$ cat src/rtl/seq_udiv8x4_pkg.sv
// -----------------------------------------------------------------------------
// seq_udiv_pkg
// Shared definitions for the seq_udiv8x4 iterative unsigned divider:
//   state_e  : controller states (IDLE, RUN, DONE)
//   DW_DEF   : default dividend / quotient width
//   VW_DEF   : default divisor / remainder width
//   CNT_W    : step-counter width for the default dividend width
//   mod3()   : mod-3 residue helper, used only when the optional residue
//              check (SEQ_UDIV_RESIDUE_CHECK_EN) is compiled in
// -----------------------------------------------------------------------------
package seq_udiv_pkg;

  typedef enum logic [1:0] {
    IDLE = 2'd0,
    RUN  = 2'd1,
    DONE = 2'd2
  } state_e;

  localparam int DW_DEF = 8;
  localparam int VW_DEF = 4;
  localparam int CNT_W  = $clog2(DW_DEF);

  // Residue of an unsigned value modulo 3. Callers zero-extend into 32 bits.
  function automatic logic [1:0] mod3(input logic [31:0] v);
    return 2'(v % 32'd3);
  endfunction

endpackage

$ cat src/rtl/seq_udiv8x4_udiv_step.sv
// -----------------------------------------------------------------------------
// udiv_step
// One combinational restoring-division step.
//   r_i     [VW:0]  current partial remainder
//   q_msb_i         dividend bit being shifted into the remainder
//   d_i     [VW-1:0] divisor
//   r_o     [VW:0]  next partial remainder
//   q_bit_o         quotient bit produced by this step
// -----------------------------------------------------------------------------
module udiv_step #(
  parameter int VW = 4
) (
  input  logic [VW:0]   r_i,
  input  logic          q_msb_i,
  input  logic [VW-1:0] d_i,
  output logic [VW:0]   r_o,
  output logic          q_bit_o
);

  // The partial remainder never exceeds the divisor, so its MSB is always 0.
  // Keeping the full {R, q} in the trial value makes the compare exact even if
  // that invariant were ever broken, and the subtraction only needs the low bits.
  logic [VW+1:0] trial;
  logic [VW:0]   trial_sub;

  assign trial     = {r_i, q_msb_i};
  assign q_bit_o   = (trial >= {2'b00, d_i});
  assign trial_sub = trial[VW:0] - {1'b0, d_i};
  assign r_o       = q_bit_o ? trial_sub : trial[VW:0];

endmodule

$ cat src/rtl/seq_udiv8x4.sv
// -----------------------------------------------------------------------------
// seq_udiv8x4
// Iterative unsigned divider, one restoring step per clock.
// DW-bit dividend / VW-bit divisor -> DW-bit quotient + VW-bit remainder.
// Accept-to-result latency is DW+1 cycles, or 1 cycle for divide-by-zero.
//
// Ports
//   clk, rst_n               clock, asynchronous active-low reset
//   in_valid / in_ready      operand handshake (dividend, divisor)
//   out_valid / out_ready    result handshake (quotient, remainder,
//                            div_by_zero)
//   residue_err              mod-3 consistency flag, only present when the
//                            macro SEQ_UDIV_RESIDUE_CHECK_EN is defined
//
// Divide-by-zero returns quotient = all ones, remainder = dividend[VW-1:0].
// -----------------------------------------------------------------------------
module seq_udiv8x4
  import seq_udiv_pkg::*;
#(
  parameter int DW = DW_DEF,
  parameter int VW = VW_DEF
) (
  input  logic          clk,
  input  logic          rst_n,
  input  logic          in_valid,
  output logic          in_ready,
  input  logic [DW-1:0] dividend,
  input  logic [VW-1:0] divisor,
  output logic          out_valid,
  input  logic          out_ready,
  output logic [DW-1:0] quotient,
  output logic [VW-1:0] remainder,
`ifdef SEQ_UDIV_RESIDUE_CHECK_EN
  output logic          residue_err,
`endif
  output logic          div_by_zero
);

  localparam int            CW       = $clog2(DW);
  localparam logic [CW-1:0] CNT_LAST = CW'(DW - 1);

  state_e        state_q;
  logic          in_ready_q;
  logic          out_valid_q;
  logic          dbz_q;
  logic [DW-1:0] q_q;        // dividend shifts out the top, quotient in the bottom
  logic [VW-1:0] d_q;
  logic [VW:0]   r_q;
  logic [CW-1:0] cnt_q;

  logic [VW:0]   r_d;
  logic          q_bit_d;
  logic [DW-1:0] q_d;

  udiv_step #(.VW(VW)) u_step (
    .r_i     (r_q),
    .q_msb_i (q_q[DW-1]),
    .d_i     (d_q),
    .r_o     (r_d),
    .q_bit_o (q_bit_d)
  );

  assign q_d = {q_q[DW-2:0], q_bit_d};

`ifdef SEQ_UDIV_RESIDUE_CHECK_EN
  logic [DW-1:0] a_q;        // untouched copy of the dividend for the check
  logic          res_err_q;
  logic          res_err_d;

  // Evaluated against the values about to be registered on the final step.
  assign res_err_d =
    mod3(32'(mod3(32'(q_d))) * 32'(mod3(32'(d_q))) + 32'(mod3(32'(r_d[VW-1:0]))))
    != mod3(32'(a_q));

  assign residue_err = res_err_q;
`endif

  // NOTE: all state below is sequential and uses non-blocking assignments so
  // every register samples the pre-edge value of every other register.
  always_ff @(posedge clk or negedge rst_n) begin
    if (!rst_n) begin
      state_q     <= IDLE;
      in_ready_q  <= 1'b1;
      out_valid_q <= 1'b0;
      dbz_q       <= 1'b0;
      q_q         <= '0;
      d_q         <= '0;
      r_q         <= '0;
      cnt_q       <= '0;
`ifdef SEQ_UDIV_RESIDUE_CHECK_EN
      a_q         <= '0;
      res_err_q   <= 1'b0;
`endif
    end else begin
      unique case (state_q)
        IDLE: begin
          // in_ready is always high in IDLE, so in_valid alone is the accept.
          if (in_valid) begin
            in_ready_q <= 1'b0;
            d_q        <= divisor;
`ifdef SEQ_UDIV_RESIDUE_CHECK_EN
            a_q        <= dividend;
            res_err_q  <= 1'b0;
`endif
            if (divisor == '0) begin
              q_q         <= '1;
              r_q         <= {1'b0, dividend[VW-1:0]};
              dbz_q       <= 1'b1;
              out_valid_q <= 1'b1;
              state_q     <= DONE;
            end else begin
              q_q     <= dividend;
              r_q     <= '0;
              cnt_q   <= CNT_LAST;
              state_q <= RUN;
            end
          end
        end

        RUN: begin
          r_q <= r_d;
          q_q <= q_d;
          if (cnt_q == '0) begin
            out_valid_q <= 1'b1;
            state_q     <= DONE;
`ifdef SEQ_UDIV_RESIDUE_CHECK_EN
            res_err_q   <= res_err_d;
`endif
          end else begin
            cnt_q <= cnt_q - CW'(1);
          end
        end

        DONE: begin
          // Going to IDLE (not straight to a new accept) leaves one bubble
          // between a result handshake and the next operand handshake.
          if (out_ready) begin
            out_valid_q <= 1'b0;
            dbz_q       <= 1'b0;
            in_ready_q  <= 1'b1;
            state_q     <= IDLE;
`ifdef SEQ_UDIV_RESIDUE_CHECK_EN
            res_err_q   <= 1'b0;
`endif
          end
        end

        default: begin
          state_q <= IDLE;
        end
      endcase
    end
  end

  assign in_ready    = in_ready_q;
  assign out_valid   = out_valid_q;
  assign div_by_zero = dbz_q;
  assign quotient    = q_q;
  assign remainder   = r_q[VW-1:0];

endmodule
$ cat config.mk
export PLATFORM = sky130hd
export DESIGN_NAME = seq_udiv8x4
export DESIGN_NICKNAME = d
export VERILOG_FILES = /design/src/rtl/seq_udiv8x4_pkg.sv /design/src/rtl/seq_udiv8x4_udiv_step.sv /design/src/rtl/seq_udiv8x4.sv
export SDC_FILE = /design/constraint.sdc
export NUM_CORES = 1
export LEC_CHECK = 0
export ABC_AREA = 0
export CORE_MARGIN = 2
export CORE_UTILIZATION = 44
export CTS_BUF_LIST = sky130_fd_sc_hd__clkbuf_4 sky130_fd_sc_hd__clkbuf_8 sky130_fd_sc_hd__clkbuf_16
export CTS_CLUSTER_SIZE = 30
export DETAILED_ROUTE_END_ITERATION = 8
export HOLD_SLACK_MARGIN = 0.1
export PLACE_DENSITY = 0.71
export SLEW_MARGIN = 20
export SYNTH_ARGS = -nofsm -noshare
export SYNTH_HDL_FRONTEND = slang
export SYNTH_SLANG_ARGS = --single-unit
$ cat constraint.sdc
create_clock -name clk -period 2.9 [get_ports clk]
set_input_delay 0.58 -clock clk [delete_from_list [all_inputs] [get_ports clk]]
set_output_delay 0.58 -clock clk [all_outputs]
set_load 0.05 [all_outputs]
# Yosys cells after proc, flatten, opt, wreduce, memory -nomap -nowiden
# Index checks and enable logic that the tools add are counted.
# Widths: inputs -> output; s select.
# word_totals
reg_bits	25
out_inout_bits	15
# classes
addsub	2
n_lt_le_gt_ge	1
eq_ne	8
n_mux	25
reduce_logical	13
# ops
op	count
$mux 8	2
$pmux 8 s2	1
$ne 2x2->1 const B	6
$mux 5	2
$pmux 5 s2	1
$mux 3	3
$mux 2	4
$reduce_and 4->1	2
$ge 6x4->1	1
$mux 1	6
$pmux 2 s3	1
$pmux 3 s2	1
$reduce_and 3->1	2
$reduce_and 5->1	1
$sub 5x4->5	1
$logic_not 4->1	1
$mux 4	1
$pmux 1 s2	2
$reduce_and 2->1	2
$reduce_bool 2->1	2
$logic_not 3->1	1
$pmux 1 s3	1
$reduce_bool 3->1	1
$sub 3x1->3 const B	1
3 further kinds	3

# Longest topological paths before layout
# Gate-level depths: netlist (run 1).
# depth
ltp_word	4
mapped_depth	9

# Hierarchy
# From an unflattened synthesis (run 1), not the netlist that was laid out.
# unflattened
hier_cells	167
area_unflattened_um2	1597.8
# by_module_without_submodules
module	n_inst	cells_per_inst	area_each_um2
seq_udiv8x4	1	138	1363.8
udiv_step	1	29	234.0

# Worst setup path before layout (run 1)
# OpenSTA, ideal clock, no wires.
# synth_timing
path_type	reg2reg
from	reg q_q[7] (netlist: quotient[7])
to	reg r_q[0]
setup_time_ps	90
arrival_time_ps	1903
required_ps	2810
path_slack_ps	907
stages_incl_launch_ff	10
path_cell_list	dfrtp_1 inv_1 ha_1 inv_1 fa_1 nand3_1 nand2_1 nor2_2 mux2_2 o221ai_1
# synth_between
elab_chain_len	3
# synth_rtl
item	line	text
start, declared	seq_udiv8x4.sv:46	logic [DW-1:0] q_q;
start signal, assigned	seq_udiv8x4.sv:112	q_q <= dividend;
start signal, assigned	seq_udiv8x4.sv:122	q_q <= q_d;
$sub 5x4->5 / $ge 6x4->1 (equally long branches)	seq_udiv8x4_udiv_step.sv:28, seq_udiv8x4_udiv_step.sv:27	
$mux 5 *	seq_udiv8x4_udiv_step.sv:29	assign r_o = q_bit_o ? trial_sub : trial[VW:0];
$pmux 5 s2 *	seq_udiv8x4.sv:95	unique case (state_q)
end signal, assigned	seq_udiv8x4.sv:107	r_q <= {1'b0, dividend[VW-1:0]};
end signal, assigned	seq_udiv8x4.sv:121	r_q <= r_d;
end, declared	seq_udiv8x4.sv:48	logic [VW:0] r_q;
# Mark *: on every way between the ends. The rest lies on a longest branch, timed or not.
# A chain may end at the register's enable or synchronous reset.

# Final worst setup path (run 1)
# layout_timing
from	reg in_ready_q (netlist: in_ready)
to	out in_ready
# layout_rtl
item	line	text
start, declared	seq_udiv8x4.sv:43	logic in_ready_q;
start signal, assigned	seq_udiv8x4.sv:83	in_ready_q <= 1'b1;
start signal, assigned	seq_udiv8x4.sv:99	in_ready_q <= 1'b0;
start signal, assigned	seq_udiv8x4.sv:140	in_ready_q <= 1'b1;
end, declared	seq_udiv8x4.sv:26	output logic in_ready,
# No word-level cell between the ends.

==> summary.md, run 1 <==
| Metric | Value |
|---|---|
| HP Class | `flip-flop to flip-flop` |
| Max-slew violations | `0` |
| CTS Sinks | `25` |
| Slew headroom | `66.32%` |
| Die Wd | `60.84 microns` |
| DRT antenna net count | `0` |
| Switching share of power | `48.58%` |
| WP buf/inv | `1` |
| Hold path cells | `1` |
| Clk root buf | `clkbuf_4` |
| PwrDens | `1220 mW/mm^2` |
| Post-Place Worst Slack | `0.4816 ns` |
| Comb pwr share | `62.2%` |
| Sequential share of power | `29.7%` |
| Mean cell area of the mapped netlist | `9.476 sq um` |
| Crit path max-delay family | `buffers and inverters` |
| Cell Chain, Critical Path | `clkdlybuf4s50_1` |
| Part of the power in the clock network | `8.1%` |
| Seq. cell area | `626.9 sq um` |
| CP Depth | `1` |
| Top FF cell, synth | `dfrtp_1` |
| Syn-to-layout area delta | `23.77%` |
| Longest Clk Path Bufs | `2` |
| Reg2Reg Setup Slack | `0.65 ns` |
| Setup tns final | `0 ns` |
| Wire length per cell | `13.20 microns` |
| Via density | `5.205` |
| Postcts setup bufs | `0` |
| Most frequent cells in the layout | `clkdlybuf4s50_1 (30), nand2_1 (24), dfrtp_1 (24)` |
| Net Count, Synth | `173` |
| Fmax | `440.3 MHz` |
| Unique cell type count in the Yosys netlist | `39` |
| Placed cells | `216` |
| Async SR Flop Fraction | `100.0%` |
| Cell area after synthesis | `0.001421 sq mm` |
| Cts bufs inserted | `3` |
| CP startpoint | `in_ready` |
| Rows | `20` |
| Crit end category | `primary output` |
| Core area | `0.003053 sq mm` |
| Register-to-Register Path Depth | `9` |
| First-pass GRT wire length | `4.919 mm` |
| Clock transition at the registers of the reported paths | `0.14 ns` |
| Post-synth EDFFs | `0` |
| Data required, critical path | `2.32 ns` |
| Static Leak | `0.7627 nW` |
| Post-synth top area share | `42.25%` |
| Detailed Route WL | `2.905 mm` |
| Worst-margin pin slew | `0.5037 ns` |
| Warnings from Yosys | `0` |
| Post-CTS resize count | `0` |
| Cts hold-fix bufs | `0` |
| Fillcell total | `293` |
| Port Buffers | `30` |
| DRC viols | `0` |
| Top cells by area, synth | `dfrtp_1 (42%), nand2_1 (6.3%), ha_1 (5.3%)` |
| Worst setup endpoint | `in_ready` |
| Final period utilization | `78.31%` |
| Largest net degree at the start of global routing | `26` |
| GP Congestion | `0.7892` |
| Setup ws final | `0.6289 ns` |
| Final Hold Fails | `0` |
| Mapped Cells | `150` |
| Die Footprint | `0.003701 sq mm` |
| Post-synth top area cell | `dfrtp_1` |
| Fin util | `57.62%` |
| Die Y | `60.84 microns` |
| Multi-input gate area | `690.7 sq um` |
| CP arrival | `1.69 ns` |
| Global Route Usage Sum | `17.70%` |
| 1st-pass router iterations | `5` |
| Post-route clock skew | `0.001790 ns` |
| Clk_lat worst skew | `0.33 ns` |
| NetSw | `0.001042 W` |
| TritonCTS clock tree | `done` |
| Fin cells | `220` |
| Initial antenna violation count | `0` |
| CP Max Fanout | `3` |
| Min Tclk post-route | `2.271 ns` |
| Endpoints failing setup | `0` |
| H-tree levels | `1` |
| Initial Utilization | `46.56%` |
| # nets final | `200` |
| Peak supply drop | `567.8 uV` |
| Slowest stage delay, CP | `0.80 ns` |
| RSZ-0062 raised after global routing | `no` |
| Reg-to-reg endpoint | `r_q[0]` |
| Seq/Total Area, Yosys | `44.10%` |
| GR Overflow Total | `0` |
| Number of global-route vias before repair | `1105` |
| Outcome | `finished, final reports clean` |
| Max Cap Violations | `0` |
| Via count | `1145` |
| ANT cells | `0` |
| Most common cell after layout, fill and taps aside | `clkdlybuf4s50_1` |
| Boundary Pins | `31` |
| Startpoint Class | `flip-flop` |
| Critical path's slowest cell | `clkdlybuf4s50_1` |
| Critical path class | `flip-flop to primary output` |
| Reg2reg start | `quotient[7]` |
| Layout cells sized above 1 | `9.659%` |
| Register bit total from synthesis | `25` |
| Power Internal | `0.001103 W` |
| Starting DRT DRC Count | `36` |
| Dpl hpwl | `2.244 mm` |
[area by class of cell]
type                            instances  area share (%)
Tap cell                               44           3.129
Clock buffer                            4           1.707
Timing Repair Buffer                   33           18.35
Inverter                                9           1.920
Multi-Input combinational cell        105           39.26
Sequential cell                        25           35.63
[per-layer routing]
| metal | vias up | share of wire, % | global-route usage [%] |
|---|---|---|---|
| li1 | 568 | - | - |
| met1 | 542 | 49 | 23.80 |
| met2 | 30 | 45 | 28.73 |
| met3 | 5 | 4.2 | 2.345 |
| met4 | 0 | 1.8 | 7.453 |
| met5 | - | 0 | 0 |
[cells in the mapped netlist (2+ instances only)]
cell / n
mux2_2: 2
o221ai_1: 3
and2_1: 4
a211oi_1: 3
a22oi_1: 4
nand2_1: 24
nor2_2: 2
nor2_1: 8
nand3_1: 2
mux2i_1: 2
clkbuf_1: 2
inv_1: 9
dfrtp_1: 24
ha_1: 6
a21oi_1: 10
buf_4: 5
buf_2: 2
nand2b_1: 3
xor2_1: 2
o21ai_0: 14
[stage by stage]
stage	power (W)	hold WS, ns	area, sq um
floorplan	0.001660	0.2844	1421
global placement	0.001952	0.4507	1729
detailed placement	0.001987	0.4575	1729
CTS	0.002161	0.4762	1759
global route	0.002323	0.5056	1759
finish	0.002145	0.4745	1759
[registers in the layout, summed over array words and instances (netlist names)]
signal       cells
div_by_zero      1
cnt_q            3
state_q          2
in_ready         1
out_valid        1
r_q              5
d_q              4
quotient         8
[power groups by stage]
stage	Sequential (W)	Clock, W	Combinational, W
4_1_cts	0.000638	0.000178	0.00134
3_5_place_dp	0.000646	0	0.00134
2_1_floorplan	0.000797	0	0.000862
5_1_grt	0.000660	0.000192	0.00147
3_3_place_gp	0.000642	0	0.00131
6_report	0.000637	0.000175	0.00133
[worst min-delay path by stage]
stage,from,endpoint,slack (ns)
finish,cnt_q[0],cnt_q[0],0.47
global route,cnt_q[0],cnt_q[0],0.51
CTS,cnt_q[0],cnt_q[0],0.48
detailed placement,cnt_q[0],cnt_q[0],0.46
global placement,cnt_q[0],cnt_q[0],0.45
floorplan,rst_n,cnt_q[0],0.28
[kinds of logic after synthesis]
logic type / count (synthesis) / share of synthesized area (%)
xor gates and xnor gates: 2 / 1.233
DFF: 25 / 44.10
AOI/OAI and AO/OA: 43 / 20.34
adders and majority gates: 7 / 6.690
buffers and inverters: 20 / 7.306
and+or+nand+nor: 49 / 17.34
muxes: 4 / 2.993
Note: power is estimated with default switching activity, not from simulation.
==> inputs of run 2 (changes only) <==
Clock period 2.9 ns to 2.09 ns, I/O delays scaled along.
==> run 2 against run 1 <==
Highest routed layer unchanged. Non-clock buffer count up 6. Flip-flop and latch count unchanged. Critical endpoint is now quotient[7]. Clock skew is 0.00066 ns higher. Clock power grew 30%. Via count increased by 0.79%. First-iteration DRC count down 28%.
==> summary.md, run 2 (synthesized netlist as in run 1, its figures left out) <==
| Metric | Value |
|---|---|
| DRT antenna net count | `0 (unchanged)` |
| Endpoints failing setup | `0 (unchanged)` |
| WP buf/inv | `2 (+1)` |
| Final Hold Fails | `0 (unchanged)` |
| Via density | `5.106 (-1.9%)` |
| 1st-pass router iterations | `4 (-1)` |
| Power Internal | `0.001585 W (+44%)` |
| Sequential share of power | `29.1% (-0.6 points)` |
| Largest net degree at the start of global routing | `26 (unchanged)` |
| Clk_lat worst skew | `0.31 ns (-0.02 ns)` |
| Startpoint Class | `flip-flop` |
| Global Route Usage Sum | `18.62% (+0.92 points)` |
| Core area | `0.003053 sq mm (unchanged)` |
| # nets final | `206 (+3.0%)` |
| Setup tns final | `0 ns (unchanged)` |
| Initial Utilization | `46.56% (unchanged)` |
| CP arrival | `1.60 ns (-0.09 ns)` |
| First-pass GRT wire length | `5.126 mm (+4.2%)` |
| Syn-to-layout area delta | `28.17%` |
| NetSw | `0.001472 W (+41%)` |
| Port Buffers | `30 (unchanged)` |
| HP Class | `input port to asynchronous set/reset pin` |
| Layout cells sized above 1 | `13.74% (+4.1 points)` |
| TritonCTS clock tree | `done` |
| Slew headroom | `64.95% (-1.4 points)` |
| H-tree levels | `1 (unchanged)` |
| Number of global-route vias before repair | `1176 (+6.4%)` |
| Fmax | `496.6 MHz` |
| Slowest stage delay, CP | `0.81 ns (about the same)` |
| Boundary Pins | `31 (unchanged)` |
| CP Max Fanout | `2 (-1)` |
| Data required, critical path | `1.67 ns (-0.65 ns)` |
| Initial antenna violation count | `0 (unchanged)` |
| Most common cell after layout, fill and taps aside | `clkdlybuf4s50_1` |
| Final period utilization | `96.35%` |
| Detailed Route WL | `2.977 mm (+2.5%)` |
| Static Leak | `0.8225 nW (+7.8%)` |
| Die Footprint | `0.003701 sq mm (unchanged)` |
| GR Overflow Total | `0 (unchanged)` |
| Crit path max-delay family | `buffers and inverters` |
| Max reg flops | `8 (unchanged)` |
| CTS Sinks | `25 (unchanged)` |
| ANT cells | `0 (unchanged)` |
| Starting DRT DRC Count | `26 (-28%)` |
| Comb pwr share | `63.4% (+1.2 points)` |
| Wire length per cell | `13.17 microns (-0.24%)` |
| Switching share of power | `48.14% (-0.44 points)` |
| Cell Chain, Critical Path | `buf_4 > clkdlybuf4s50_1` |
| PwrDens | `1678 mW/mm^2 (+38%)` |
| Max-slew violations | `0 (unchanged)` |
| Reg2Reg Setup Slack | `0.16 ns (-0.49 ns)` |
| Die Y | `60.84 microns (unchanged)` |
| Dpl hpwl | `2.342 mm (+4.4%)` |
| GP Congestion | `0.8348 (+5.8%)` |
| Max Cap Violations | `0 (unchanged)` |
| Critical path's slowest cell | `clkdlybuf4s50_1` |
| Most frequent cells in the layout | `clkdlybuf4s50_1 (27), nand2_1 (24), dfrtp_1 (24)` |
| RSZ-0062 raised after global routing | `no` |
| Longest Clk Path Bufs | `2 (unchanged)` |
| Clk root buf | `clkbuf_4` |
| Crit end category | `primary output` |
| Outcome | `finished, final reports clean` |
| Min Tclk post-route | `2.014 ns` |
| Peak supply drop | `787.2 uV (+39%)` |
| Post-route clock skew | `0.002446 ns (+0.0006564 ns)` |
| Clock transition at the registers of the reported paths | `0.13 ns (about the same)` |
| Critical path class | `flip-flop to primary output` |
| Cts hold-fix bufs | `0 (unchanged)` |
| Die Wd | `60.84 microns (unchanged)` |
| DRC viols | `0 (unchanged)` |
| Part of the power in the clock network | `7.4% (-0.7 points)` |
| Cts bufs inserted | `3 (unchanged)` |
| Final Power | `0.003057 W (+42%)` |
| Worst-margin pin slew | `0.5240 ns (+0.02038 ns)` |
| Rows | `20 (unchanged)` |
| Via count | `1154 (+0.79%)` |
run 2: cell count changes in the layout (fill, tap and decap cells not counted), sizes merged:
cell,previous run,this run
buf,3,10
clkdlybuf4s50,30,27
dlymetal6s2s,0,2
run 2: what timing repair did:
| item | in CTS | in global routing |
|---|---|---|
| hold endpoints to repair | 0 | 0 |
| gates resized for setup | 0 | 3 |
| setup endpoints to repair | 0 | 6 |
| buffers inserted | 0 | 1 |
run 2: power by group through the flow:
| stage | Clock, W | Sequential, W | Combinational [W] |
|---|---|---|---|
| after floorplan | 0 | 0.00111 | 0.00120 |
| after global placement | 0 | 0.000891 | 0.00188 |
| after detailed placement | 0 | 0.000904 | 0.00192 |
| after CTS | 0.000240 | 0.000892 | 0.00193 |
| after global routing | 0.000266 | 0.000917 | 0.00213 |
| final | 0.000227 | 0.000890 | 0.00194 |
run 2: cell type report:
cell class                 count  area [sq um]
timing repair buffer          39         382.9
tap                           44         55.05
clock buffer                   4         30.03
fill                         290          1231
inverter                       9         33.78
multi-input combinational    105         693.2
sequential                    25         626.9
run 2: worst reg2reg max path: stages (launching register included):
cell	delay (ns)
dfrtp_1	0.40
inv_1	0.08
ha_1	0.13
inv_1	0.06
fa_2	0.35
nand3_1	0.09
nand2_1	0.10
nor2_2	0.14
buf_4	0.15
mux2i_1	0.20
o221ai_1	0.12
run 2: stage by stage:
step	std cells	hold WS (ns)	setup slack, ns	utilization [%]	cell area, sq um
after global routing	226	0.4472	0.007761	59.67	1822
after detailed placement	221	0.4635	0.05597	58.20	1777
after global placement	221	0.4497	0.1235	58.20	1777
after CTS	225	0.4472	0.03434	59.18	1807
after floorplan	150	0.1224	0.09693	-	1421
final	226	0.4525	0.07620	59.67	1822
run 2: routing by layer:
layer | share of wire [%] | GRT usage (%)
met2 | 50 | 31.95
met3 | 3.9 | 2.559
met1 | 46 | 24.06
met4 | 0.60 | 6.522
met5 | 0 | 0
run 2: path summary, 6_finish.rpt:
kind,startpoint,to,depth (start not counted)
worst min register to register,cnt_q[0],cnt_q[0],1
max in group asynchronous,rst_n,in_ready,2
worst max register to register,quotient[7],r_q[1],10
min in group clk,cnt_q[0],cnt_q[0],1
worst min-delay path,rst_n,quotient[1],2
worst max-delay path,quotient[7],quotient[7],2
